### src/rtl/lsu_mem_stage.sv
// rtl/lsu_mem_stage.sv - blocking single-outstanding load/store execution stage
package lsu_mem_pkg;

    localparam logic [1:0] MF_NM = 2'd0;
    localparam logic [1:0] MF_LD = 2'd1;
    localparam logic [1:0] MF_ST = 2'd2;

    localparam logic [1:0] MS_B  = 2'd0;
    localparam logic [1:0] MS_H  = 2'd1;
    localparam logic [1:0] MS_W  = 2'd2;

    localparam logic       LX_Z  = 1'b0;
    localparam logic       LX_S  = 1'b1;

    typedef struct packed {
        logic [1:0] memfn;
        logic [1:0] memsz;
        logic       ldext;
    } mem_ctrl_sigs_t;

endpackage

module lsu_mem_stage
    import lsu_mem_pkg::*;
#(
    parameter int TAG_W = 6
) (
    input  logic                 clk,
    input  logic                 rst_n,
    input  logic                 in_valid,
    output logic                 in_ready,
    input  mem_ctrl_sigs_t       in_ctrl,
    input  logic [31:0]          in_rs1,
    input  logic [31:0]          in_imm,
    input  logic [31:0]          in_rs2,
    input  logic [TAG_W-1:0]     in_tag,
    input  logic                 flush,
    output logic                 dmem_read,
    output logic                 dmem_write,
    output logic [31:0]          dmem_addr,
    output logic [31:0]          dmem_wdata,
    output logic [3:0]           dmem_mbe,
    input  logic                 dmem_resp,
    input  logic [31:0]          dmem_rdata,
    output logic                 wb_valid,
    input  logic                 wb_ready,
    output logic [TAG_W-1:0]     wb_tag,
    output logic [31:0]          wb_data,
    output logic                 wb_misalign
);

    typedef enum logic [1:0] {
        S_IDLE     = 2'd0,
        S_REQ      = 2'd1,
        S_DONE     = 2'd2,
        S_REQ_KILL = 2'd3
    } state_t;

    state_t         state;
    state_t         state_next;

    mem_ctrl_sigs_t ctrl_q;
    logic [1:0]     addr_lo_q;

    logic           accept;
    logic [31:0]    ea;
    logic           is_ld;
    logic           is_st;
    logic           misalign;
    logic           go_req;
    logic [3:0]     mbe_calc;
    logic [31:0]    wdata_calc;
    logic [31:0]    load_shift;
    logic [31:0]    load_result;

    assign in_ready = (state == S_IDLE);
    assign wb_valid = (state == S_DONE);

    assign accept   = in_valid & in_ready & ~flush;
    assign ea       = in_rs1 + in_imm;
    assign is_ld    = (in_ctrl.memfn == MF_LD);
    assign is_st    = (in_ctrl.memfn == MF_ST);
    // An unused size encoding is checked like a word so it can never slip through unaligned.
    assign misalign = ((in_ctrl.memsz == MS_H) & ea[0]) |
                      ((in_ctrl.memsz != MS_B) & (in_ctrl.memsz != MS_H) & (ea[1:0] != 2'b00));
    assign go_req   = (is_ld | is_st) & ~misalign;

    // Store lane data and byte enables; loads carry no enables since the cache returns the whole word.
    always_comb begin
        mbe_calc   = 4'b0000;
        wdata_calc = in_rs2 << {ea[1:0], 3'b000};
        if (is_st) begin
            case (in_ctrl.memsz)
                MS_B:    mbe_calc = 4'b0001 << ea[1:0];
                MS_H:    mbe_calc = ea[1] ? 4'b1100 : 4'b0011;
                default: mbe_calc = 4'b1111;
            endcase
        end
    end

    // Align the returned word to the accessed lane and extend to 32 bits; stores write back zero.
    always_comb begin
        load_shift  = dmem_rdata >> {addr_lo_q, 3'b000};
        load_result = 32'h0;
        if (ctrl_q.memfn == MF_LD) begin
            case (ctrl_q.memsz)
                MS_B:    load_result = (ctrl_q.ldext == LX_S) ? {{24{load_shift[7]}}, load_shift[7:0]}
                                                              : {24'h0, load_shift[7:0]};
                MS_H:    load_result = (ctrl_q.ldext == LX_S) ? {{16{load_shift[15]}}, load_shift[15:0]}
                                                              : {16'h0, load_shift[15:0]};
                default: load_result = load_shift;
            endcase
        end
    end

    // State register.
    always_ff @(posedge clk or negedge rst_n) begin
        if (!rst_n) begin
            state <= S_IDLE;
        end else begin
            state <= state_next;
        end
    end

    // Next-state logic; flush outranks every other event, but an issued request must see its response.
    always_comb begin
        state_next = S_IDLE;
        case (state)
            S_IDLE: begin
                state_next = S_IDLE;
                if (accept) begin
                    state_next = go_req ? S_REQ : S_DONE;
                end
            end
            S_REQ: begin
                state_next = S_REQ;
                if (flush) begin
                    state_next = dmem_resp ? S_IDLE : S_REQ_KILL;
                end else if (dmem_resp) begin
                    state_next = S_DONE;
                end
            end
            S_DONE: begin
                state_next = S_DONE;
                if (flush || wb_ready) begin
                    state_next = S_IDLE;
                end
            end
            S_REQ_KILL: begin
                state_next = dmem_resp ? S_IDLE : S_REQ_KILL;
            end
            default: state_next = S_IDLE;
        endcase
    end

    // Capture the op on accept, hold the cache request until its response, then latch the writeback record.
    always_ff @(posedge clk or negedge rst_n) begin
        if (!rst_n) begin
            ctrl_q      <= '0;
            addr_lo_q   <= 2'b00;
            dmem_read   <= 1'b0;
            dmem_write  <= 1'b0;
            dmem_addr   <= 32'h0;
            dmem_wdata  <= 32'h0;
            dmem_mbe    <= 4'b0000;
            wb_tag      <= '0;
            wb_data     <= 32'h0;
            wb_misalign <= 1'b0;
        end else begin
            case (state)
                S_IDLE: begin
                    if (accept) begin
                        ctrl_q      <= in_ctrl;
                        addr_lo_q   <= ea[1:0];
                        wb_tag      <= in_tag;
                        wb_data     <= 32'h0;
                        wb_misalign <= (is_ld | is_st) & misalign;
                        if (go_req) begin
                            dmem_read  <= is_ld;
                            dmem_write <= is_st;
                            dmem_addr  <= {ea[31:2], 2'b00};
                            dmem_wdata <= wdata_calc;
                            dmem_mbe   <= mbe_calc;
                        end
                    end
                end
                S_REQ, S_REQ_KILL: begin
                    if (dmem_resp) begin
                        dmem_read  <= 1'b0;
                        dmem_write <= 1'b0;
                        dmem_addr  <= 32'h0;
                        dmem_wdata <= 32'h0;
                        dmem_mbe   <= 4'b0000;
                        if ((state == S_REQ) && !flush) begin
                            wb_data <= load_result;
                        end
                    end
                end
                default: begin
                end
            endcase
        end
    end

endmodule

### config.mk
export PLATFORM = sky130hd
export DESIGN_NAME = lsu_mem_stage
export DESIGN_NICKNAME = d
export VERILOG_FILES = /design/src/rtl/lsu_mem_stage.sv
export SDC_FILE = /design/constraint.sdc
export NUM_CORES = 1
export LEC_CHECK = 0
export BUFFER_PORTS_ARGS = -buffer_cell sky130_fd_sc_hd__buf_4
export CORE_MARGIN = 5
export CORE_UTILIZATION = 47
export CTS_CLUSTER_DIAMETER = 60
export DETAILED_ROUTE_END_ITERATION = 10
export PLACE_DENSITY = 0.79
export SKIP_CTS_REPAIR_TIMING = 1
export SLEW_MARGIN = 0
export SYNTH_ARGS = -nofsm -noshare
export SYNTH_HDL_FRONTEND = slang
export SYNTH_SLANG_ARGS = --single-unit
### constraint.sdc
create_clock -name clk -period 2.63 [get_ports clk]
set_clock_uncertainty 0.2 [all_clocks]
set_input_delay 0.1315 -clock clk [delete_from_list [all_inputs] [get_ports clk]]
set_output_delay 0.1315 -clock clk [all_outputs]
set_load 0.01 [all_outputs]
## Word level (Yosys, flattened, before mapping)

Cells that the tools add are included.

- Bits in registers: 118
- Bits of input ports: 145
- Output and inout port bits: 111
- Word-level logic and storage cells: 90

- Add/sub/neg operators: 1
- Equal/unequal tests: 13
- Shift-type cells: 3
- Mux-type cells: 36
- Bitwise logic cells: 11
- Reduce and logical (&&, ||, !) cells: 13

Operator list:

| cell | count |
|---|---|
| $mux 32 | 11 |
| $pmux 32 s2 | 4 |
| $add 32x32->32 | 1 |
| $shl 32x5->32 | 1 |
| $shr 32x5->32 | 1 |
| $mux 4 | 5 |
| $pmux 4 s2 | 2 |
| $mux 2 | 6 |
| $eq 2x1->1 const B | 5 |
| $pmux 2 s4 | 1 |
| $reduce_and 4->1 | 2 |
| $and 1x1->1 | 7 |
| $eq 2x2->1 const B | 3 |
| $logic_not 2->1 | 3 |
| $ne 2x1->1 const B | 3 |
| $reduce_bool 2->1 | 3 |
| $mux 1 | 5 |
| $ne 2x2->1 const B | 2 |
| $pmux 1 s2 | 2 |
| $shl 1x2->4 const A | 1 |
| $not 1->1 | 2 |
| $or 1x1->1 | 2 |
| $reduce_and 2->1 | 1 |
| $reduce_or 2->1 | 1 |
| 3 further kinds | 3 |

## Logic depth before layout (Yosys ltp)

Gate-level depths: netlist of run 1.

- Word-level depth: 9
- Depth in mapped cells: 11
- Depth with buffers taken out: 10

## Worst setup path after synthesis of run 1

Ideal clock, no wire load.

- Path kind: in2reg
- From: input in_rs1[0]
- To: register dmem_addr[2]
- Data arrival time: 2126 ps
- Data required time: 2326 ps
- Setup slack: 201 ps
- Cell stages on the path: 11
- Buffers on the path: 2
- Cells stage by stage: ha_1 -> inv_1 -> fa_1 -> nor2b_1 -> nor2_1 -> nor3_4 -> a21oi_2 -> buf_2 -> clkbuf_1 -> nand2_1 -> o41ai_2

- Cells in the longest elaborated chain, start to end: 8
- Elaborated cells on any way between the ends: 12

RTL lines:

| element | RTL line | text |
|---|---|---|
| start, declared | 33 | `input logic [31:0] in_rs1,` |
| $add 32x32->32 (*) | 80 | `assign ea = in_rs1 + in_imm;` |
| $reduce_bool 2->1 | 85 | `((in_ctrl.memsz != MS_B) & (in_ctrl.memsz != MS_H) & (ea[1:0] != 2'b00));` |
| $and 1x1->1 | 85 |  |
| $or 1x1->1 | 84 | `assign misalign = ((in_ctrl.memsz == MS_H) & ea[0]) \|` |
| $not 1->1 | 86 | `assign go_req = (is_ld \| is_st) & ~misalign;` |
| $and 1x1->1 | 86 |  |
| $ne 2x1->1 (no source line) | - |  |
| $reduce_and 4->1 (no source line) | - |  |
| end signal, assigned | 181 | `dmem_addr <= {ea[31:2], 2'b00};` |
| end, declared | 40 | `output logic [31:0] dmem_addr,` |

Every way passes the cells marked *; elsewhere a longest branch is shown, timed or not. The select of a mux whose other input is x is not followed.
A chain may end at the register's enable or synchronous reset.

## Worst setup path in the final report of run 1

- From: register state[0]
- To: register wb_data[16]

- Cells in the longest elaborated chain, start to end: 5
- Elaborated cells on any way between the ends: 13

RTL lines:

| element | RTL line | text |
|---|---|---|
| start, declared | 59 | `state_t state;` |
| start signal, assigned | 121 | `state <= state_next;` |
| $logic_not 2->1 | 76, 170 |  |
| $and 1x1->1 (2 in a row) | 79 | `assign accept = in_valid & in_ready & ~flush;` |
| $ne 2x1->1 (no source line) | - |  |
| $reduce_and 4->1 (no source line) | - |  |
| end signal, assigned | 195 | `wb_data <= load_result;` |
| end, declared | 48 | `output logic [31:0] wb_data,` |

Parallel ways exist; a longest one is shown, timed or not.

==> results.toml, run 1 <==
[run_status]
outcome = "finished with violations"
failed_checks = "hold timing"

[power]
pwr-share-seq_pct = 31.7
p_sw_share_pct = 34.43
switchingPower_w = 0.002921
power.density_nw_per_um2 = 793.9
p_leak_nw = 5.298
power_frac_clock_pct = 29.8
power_frac_comb_pct = 38.5
p_int_w = 0.005563
irDropWorstVdd_mv = 0.5867

[die]
die_w_um = 135.3
core_area_um2 = 15310
dieHeight_um = 135.3
die_area_um2 = 18300
placementRows = 45
floorplan.initialDensity_pct = 48.17
io_pins = 256

[timing]
whs_ps = -28.77
tightest_slew_ps = 954.6
setup_viol = 0
fin_setup_tns_ps = 0
fin_crit_ps = 2366
hold_viol = 9
finalMaxSlewViolations = 0
fmax_mhz = 422.7
maxSlewHeadroom_pct = 36.22
fin_crit_sh_pct = 89.96
rsz0062_at_grt = "false"

[yosys]
muxShareOfSynthArea_pct = 5.970
async_flop_share_pct = 100.0
synth_compound_area_share_pct = 24.85
synth_cells = 852
synthAdderAreaFrac_pct = 6.208
synth_flop_cell = "dfrtp_1"
yosysTopAreaCell = "dfrtp_1"
netlist.area_leader.share_pct = 39.35
synth_edf_count = 0
ys_ff_latch = 116
synth_area_per_cell_um2 = 8.659
synth_xor_xnor_area_share_pct = 3.087
syn_area_um2 = 7377
synth_top_family_by_area = "compound AO/OA/AOI/OAI gates"
seq_area_frac_synth_pct = 39.35
synthSimpleGateAreaFrac_pct = 16.06
ys_types = 58
synthTopCellsByArea = "dfrtp_1, nand2_1, o21ai_0, ha_1, mux2i_1"
yosys_warnings = 0

[cells_and_area]
area_growth_pct = 44.86
drive_gt1_share_pct = 30.64
final_nets = 1330
final_common_cell = "buf_4"
diodes = 0
stdcell_count = 1373
final_cell_area_um2 = 10690
layout_common_cells = "buf_4, nand2_1, dfrtp_1"

[setup_path]
worstSetupStartpointType = "flip-flop"
startpoint = "state[0]$_DFF_PN0_"
rr_startpoint = "state[0]$_DFF_PN0_"
worst_setup_path_end_kind = "flip-flop"
crit_required_ps = 2780
critical_path_class = "flip-flop to flip-flop"
arrival_ps = 2520
cp_max_fo = 16

[placed_design]
io_buffers = 253
hpwl_mm = 17.81
routabilityCongestion = 0.9359
post-place-cells = 1300
dpl_cell_area_um2 = 9622

[route]
num_vias = 7717
antenna_left = 0
routed_wl_mm = 24.20
drtIter0Drc = 528
routedWlPerCell_um = 17.62
dr.pass1.iters = 6
drc = 0
vias_per_cell = 5.621

[clock_network]
clk_pin_slew_worst_paths_ps = 60
clkLatencyLatePin_ps = 410
cts_made_buffers = 17
cts_buffer_depth = 2
tritoncts = "built"
htreeDepth = 4
clock_sinks = 116
ctsRootBufferMaster = "clkbuf_16"

[min_path]
min-delay-start = "dmem_rdata[5]"
hp-class = "input pin to flip-flop"

[global_route]
grt_start_max_net_pins = 54
grt_pass1_vias = 7422
grt_pass1_wl_mm = 37.63
overflow = 0
grt_usage_pct = 25.64
antenna_found_initial = 0

[flow_run]
drv_cap = 0
[Yosys cell counts, drive strengths merged, types with 4 or more instances]
cell type	number
nand2	180
dfrtp	116
o21ai	111
a21oi	60
clkbuf	37
ha	35
mux2i	35
nor2	34
buf	21
a22o	20
inv	16
a21o	15
nor2b	15
xor2	14
xnor2	12
a211oi	11
nand3	11
o31ai	11
a2111oi	9
mux2	8
nor3	8
a31oi	7
and3	7
o211ai	7
nand2b	6
nand4	6
o22ai	6
o21bai	4
[flip-flops by register name, indices dropped and copies added (netlist names), 2 cells and up]
name / flops
state: 2
ctrl_q: 5
dmem_addr: 30
addr_lo_q: 2
wb_tag: 6
dmem_wdata: 32
dmem_mbe: 4
wb_data: 32
[final cells by class]
type,count,area [um2]
clock buffer,21,480.5
clock inverter,11,173.9
fill,1188,4628
inverter,16,60.06
multi-input combinational,663,4163
sequential,116,2903
tap,211,264.0
timing repair buffer,335,2643
[power by group through the flow]
stage          combinational, W  sequential [W]  clock (W)
6_report                0.00327         0.00269    0.00253
2_1_floorplan           0.00151         0.00282          0
3_5_place_dp            0.00319         0.00269          0
5_1_grt                 0.00357         0.00275    0.00265
4_1_cts                 0.00321         0.00268    0.00256
3_3_place_gp            0.00311         0.00269          0
[layer usage]
layer  part of all wire [%]  vias up  global-route usage [%]
li1                       -     3629                       -
met1                     40     3656                   33.17
met2                     50      387                   42.56
met3                    7.8       45                   5.052
met4                    2.1        0                   9.686
met5                      0        -                       0
[cells by family after synthesis]
logic type                 Yosys count
adders and majority gates           36
xor gates and xnor gates            26
DFF                                116
AOI/OAI and AO/OA                  281
buffers and inverters               74
and+or+nand+nor                    275
other                                1
muxes                               43
[stage by stage]
step                      utilization, %  setup WS (ps)  total power (W)
after CTS                          67.10          299.9         0.008441
after global routing               69.78          188.3         0.008975
final                              69.78          264.0         0.008484
after floorplan                        -          200.8         0.004331
after detailed placement           62.83          56.27         0.005881
after global placement             62.83          131.3         0.005805
[worst max-delay path: stages (launching register included)]
cell	delay [ps]
dfrtp_1	410
nand2b_4	160
a211o_1	270
or3_1	390
nor2_2	620
a22o_1	250
[final timing paths]
| path | end | slack, ps | depth (start not counted) |
|---|---|---|---|
| min in group asynchronous | wb_data[29]$_DFFE_PN0P_ | 50 | 2 |
| worst min register to register | wb_tag[4]$_DFFE_PN0P_ | 280 | 2 |
| worst max register to register | wb_data[16]$_DFFE_PN0P_ | 260 | 5 |
| worst max-delay path | wb_data[16]$_DFFE_PN0P_ | 260 | 5 |
| max in group asynchronous | dmem_addr[21]$_DFFE_PN0P_ | 1400 | 3 |
| worst min-delay path | wb_data[5]$_DFFE_PN0P_ | -30 | 4 |
Note: power is estimated with default switching activity, not from simulation.
==> run 2, diff against run 1 <==
Settings changed: PLACE_DENSITY 0.79 to 0.76.
==> run 2 against run 1 <==
  * The flow still finishes with violations (hold timing)
  * Maximum frequency shrank 0.83%
  * Global-route usage decreased by 1.3 points
  * Clock power shrank 9.1%
  * Largest power group unchanged
==> results.toml, run 2 (synthesis gave the netlist of run 1 again) <==
[run_status]
outcome = "finished with violations"
failed_checks = "hold timing"

[setup_path]
crit_end = "wb_data[17]$_DFFE_PN0P_"
cp_slowest_stage_delay_ps = 590
cpMaxStageDelayCell = "nor2_2"
crit_buf_inv = 1
ff2ff_setup_slack_ps = 240
critPathTopFamily = "simple AND/OR/NAND/NOR gates"
crit_required_ps = 2770
arrival_ps = 2520
reg2reg_depth = 6
cp_max_fo = 16
worstSetupStartpointType = "flip-flop"
startpoint = "state[0]$_DFF_PN0_"
r2r_end = "wb_data[17]$_DFFE_PN0P_"
worst-path-stages = 6
worst_setup_path_end_kind = "flip-flop"
worstPathCellList = "buf_4, nand2_1, a211o_1, or3_1, nor2_2, a22o_1"
critical_path_class = "flip-flop to flip-flop"
rr_startpoint = "state[0]$_DFF_PN0_"

[route]
drtIter0Drc = 584
drc = 0
antenna_left = 0
routedWlPerCell_um = 17.34
vias_per_cell = 5.521
num_vias = 7569
dr.pass1.iters = 5
routed_wl_mm = 23.78

[power]
power.density_nw_per_um2 = 777.8
p_leak_nw = 5.264
irDropWorstVdd_mv = 0.4220

[clock_network]
clock_sinks = 116
ctsRootBufferMaster = "clkbuf_16"
htreeDepth = 4
cts_buffer_depth = 2
clk_pin_slew_worst_paths_ps = 50
tritoncts = "built"
cts_made_buffers = 17
clkLatencyLatePin_ps = 400

[cells_and_area]
layout_common_cells = "buf_4, nand2_1, dfrtp_1"
final_nets = 1327
final_cell_area_um2 = 10610
reg_top3 = "dmem_wdata (32), wb_data (32), dmem_addr (30)"
final_common_cell = "buf_4"
drive_gt1_share_pct = 30.54
area_growth_pct = 43.84

[min_path]
hp-class = "input pin to flip-flop"

[timing]
whs_ps = -40.52
maxSlewHeadroom_pct = 44.95
hold_viol = 5
setup_viol = 0
fin_crit_sh_pct = 90.71
tightest_slew_ps = 824.0
fin_crit_ps = 2386
fin_setup_tns_ps = 0
fmax_mhz = 419.1
finalMaxSlewViolations = 0
rsz0062_at_grt = "false"

[die]
core_area_um2 = 15310
die_area_um2 = 18300
die_w_um = 135.3
io_pins = 256
dieHeight_um = 135.3
floorplan.initialDensity_pct = 48.17
placementRows = 45

[global_route]
overflow = 0
grt_start_max_net_pins = 57
grt_pass1_wl_mm = 35.99
antenna_found_initial = 0
grt_usage_pct = 24.31
grt_pass1_vias = 7063

[flow_run]
drv_cap = 0

[placed_design]
routabilityCongestion = 0.8976
dpl_cell_area_um2 = 9627
io_buffers = 253
hpwl_mm = 17.92
==> run 2: worst min path at each step <==
| stage | from | endpoint | slack, ps | cells after the start |
|---|---|---|---|---|
| floorplan | rst_n | addr_lo_q[0]$_DFFE_PN0P_ | -360 | 0 |
| global placement | rst_n | wb_data[26]$_DFFE_PN0P_ | -100 | 1 |
| detailed placement | rst_n | wb_data[18]$_DFFE_PN0P_ | -110 | 1 |
| CTS | rst_n | wb_data[18]$_DFFE_PN0P_ | -530 | 1 |
| global route | dmem_rdata[1] | wb_data[1]$_DFFE_PN0P_ | 3 | 4 |
| finish | dmem_rdata[6] | wb_data[6]$_DFFE_PN0P_ | -40 | 4 |
==> run 2: per-stage QoR <==
stage / setup slack [ps] / utilization (%) / cells / total power (W) / hold WS [ps]
CTS: 257.2 / 66.72 / 1331 / 0.008219 / -534.0
global placement: 137.5 / 62.86 / 1299 / 0.005830 / -104.5
floorplan: 200.8 / - / 853 / 0.004331 / -364.1
finish: 244.2 / 69.29 / 1371 / 0.008254 / -40.52
global route: 107.8 / 69.27 / 1370 / 0.008707 / 3.012
detailed placement: 82.25 / 62.86 / 1299 / 0.005898 / -105.0
==> run 2: cell type report <==
type,count,area [um2]
tap,211,264.0
clock inverter,14,162.7
antenna,1,2.502
timing repair buffer,332,2628
fill,1207,4703
clock buffer,18,429.2
sequential,116,2903
multi-input combinational,663,4163
inverter,16,60.06
==> run 2: metal layers <==
layer  GRT usage (%)  vias up  wire (um)
met5               0        -          0
met3           5.535       26       1858
li1                -     3619          -
met2           40.49      339      11740
met1           31.38     3585       9753
met4           8.007        0        427
==> run 2: power breakdown <==
group | internal (W) | total [W] | leakage (nW) | switching [W]
sequential | 0.00231 | 0.00271 | 1.54 | 0.000398
clock | 0.00148 | 0.00230 | 0.281 | 0.000819
combinational | 0.00155 | 0.00325 | 3.44 | 0.00170
total | 0.00534 | 0.00825 | 5.26 | 0.00291
==> run 2: worst reg2reg max path, delay by kind of cell, from the launching register on <==
kind | cells | cell delay, ps
simple gates | 3 | 1060
compound gates | 2 | 550
flops | 1 | 360
buf+inv | 1 | 150
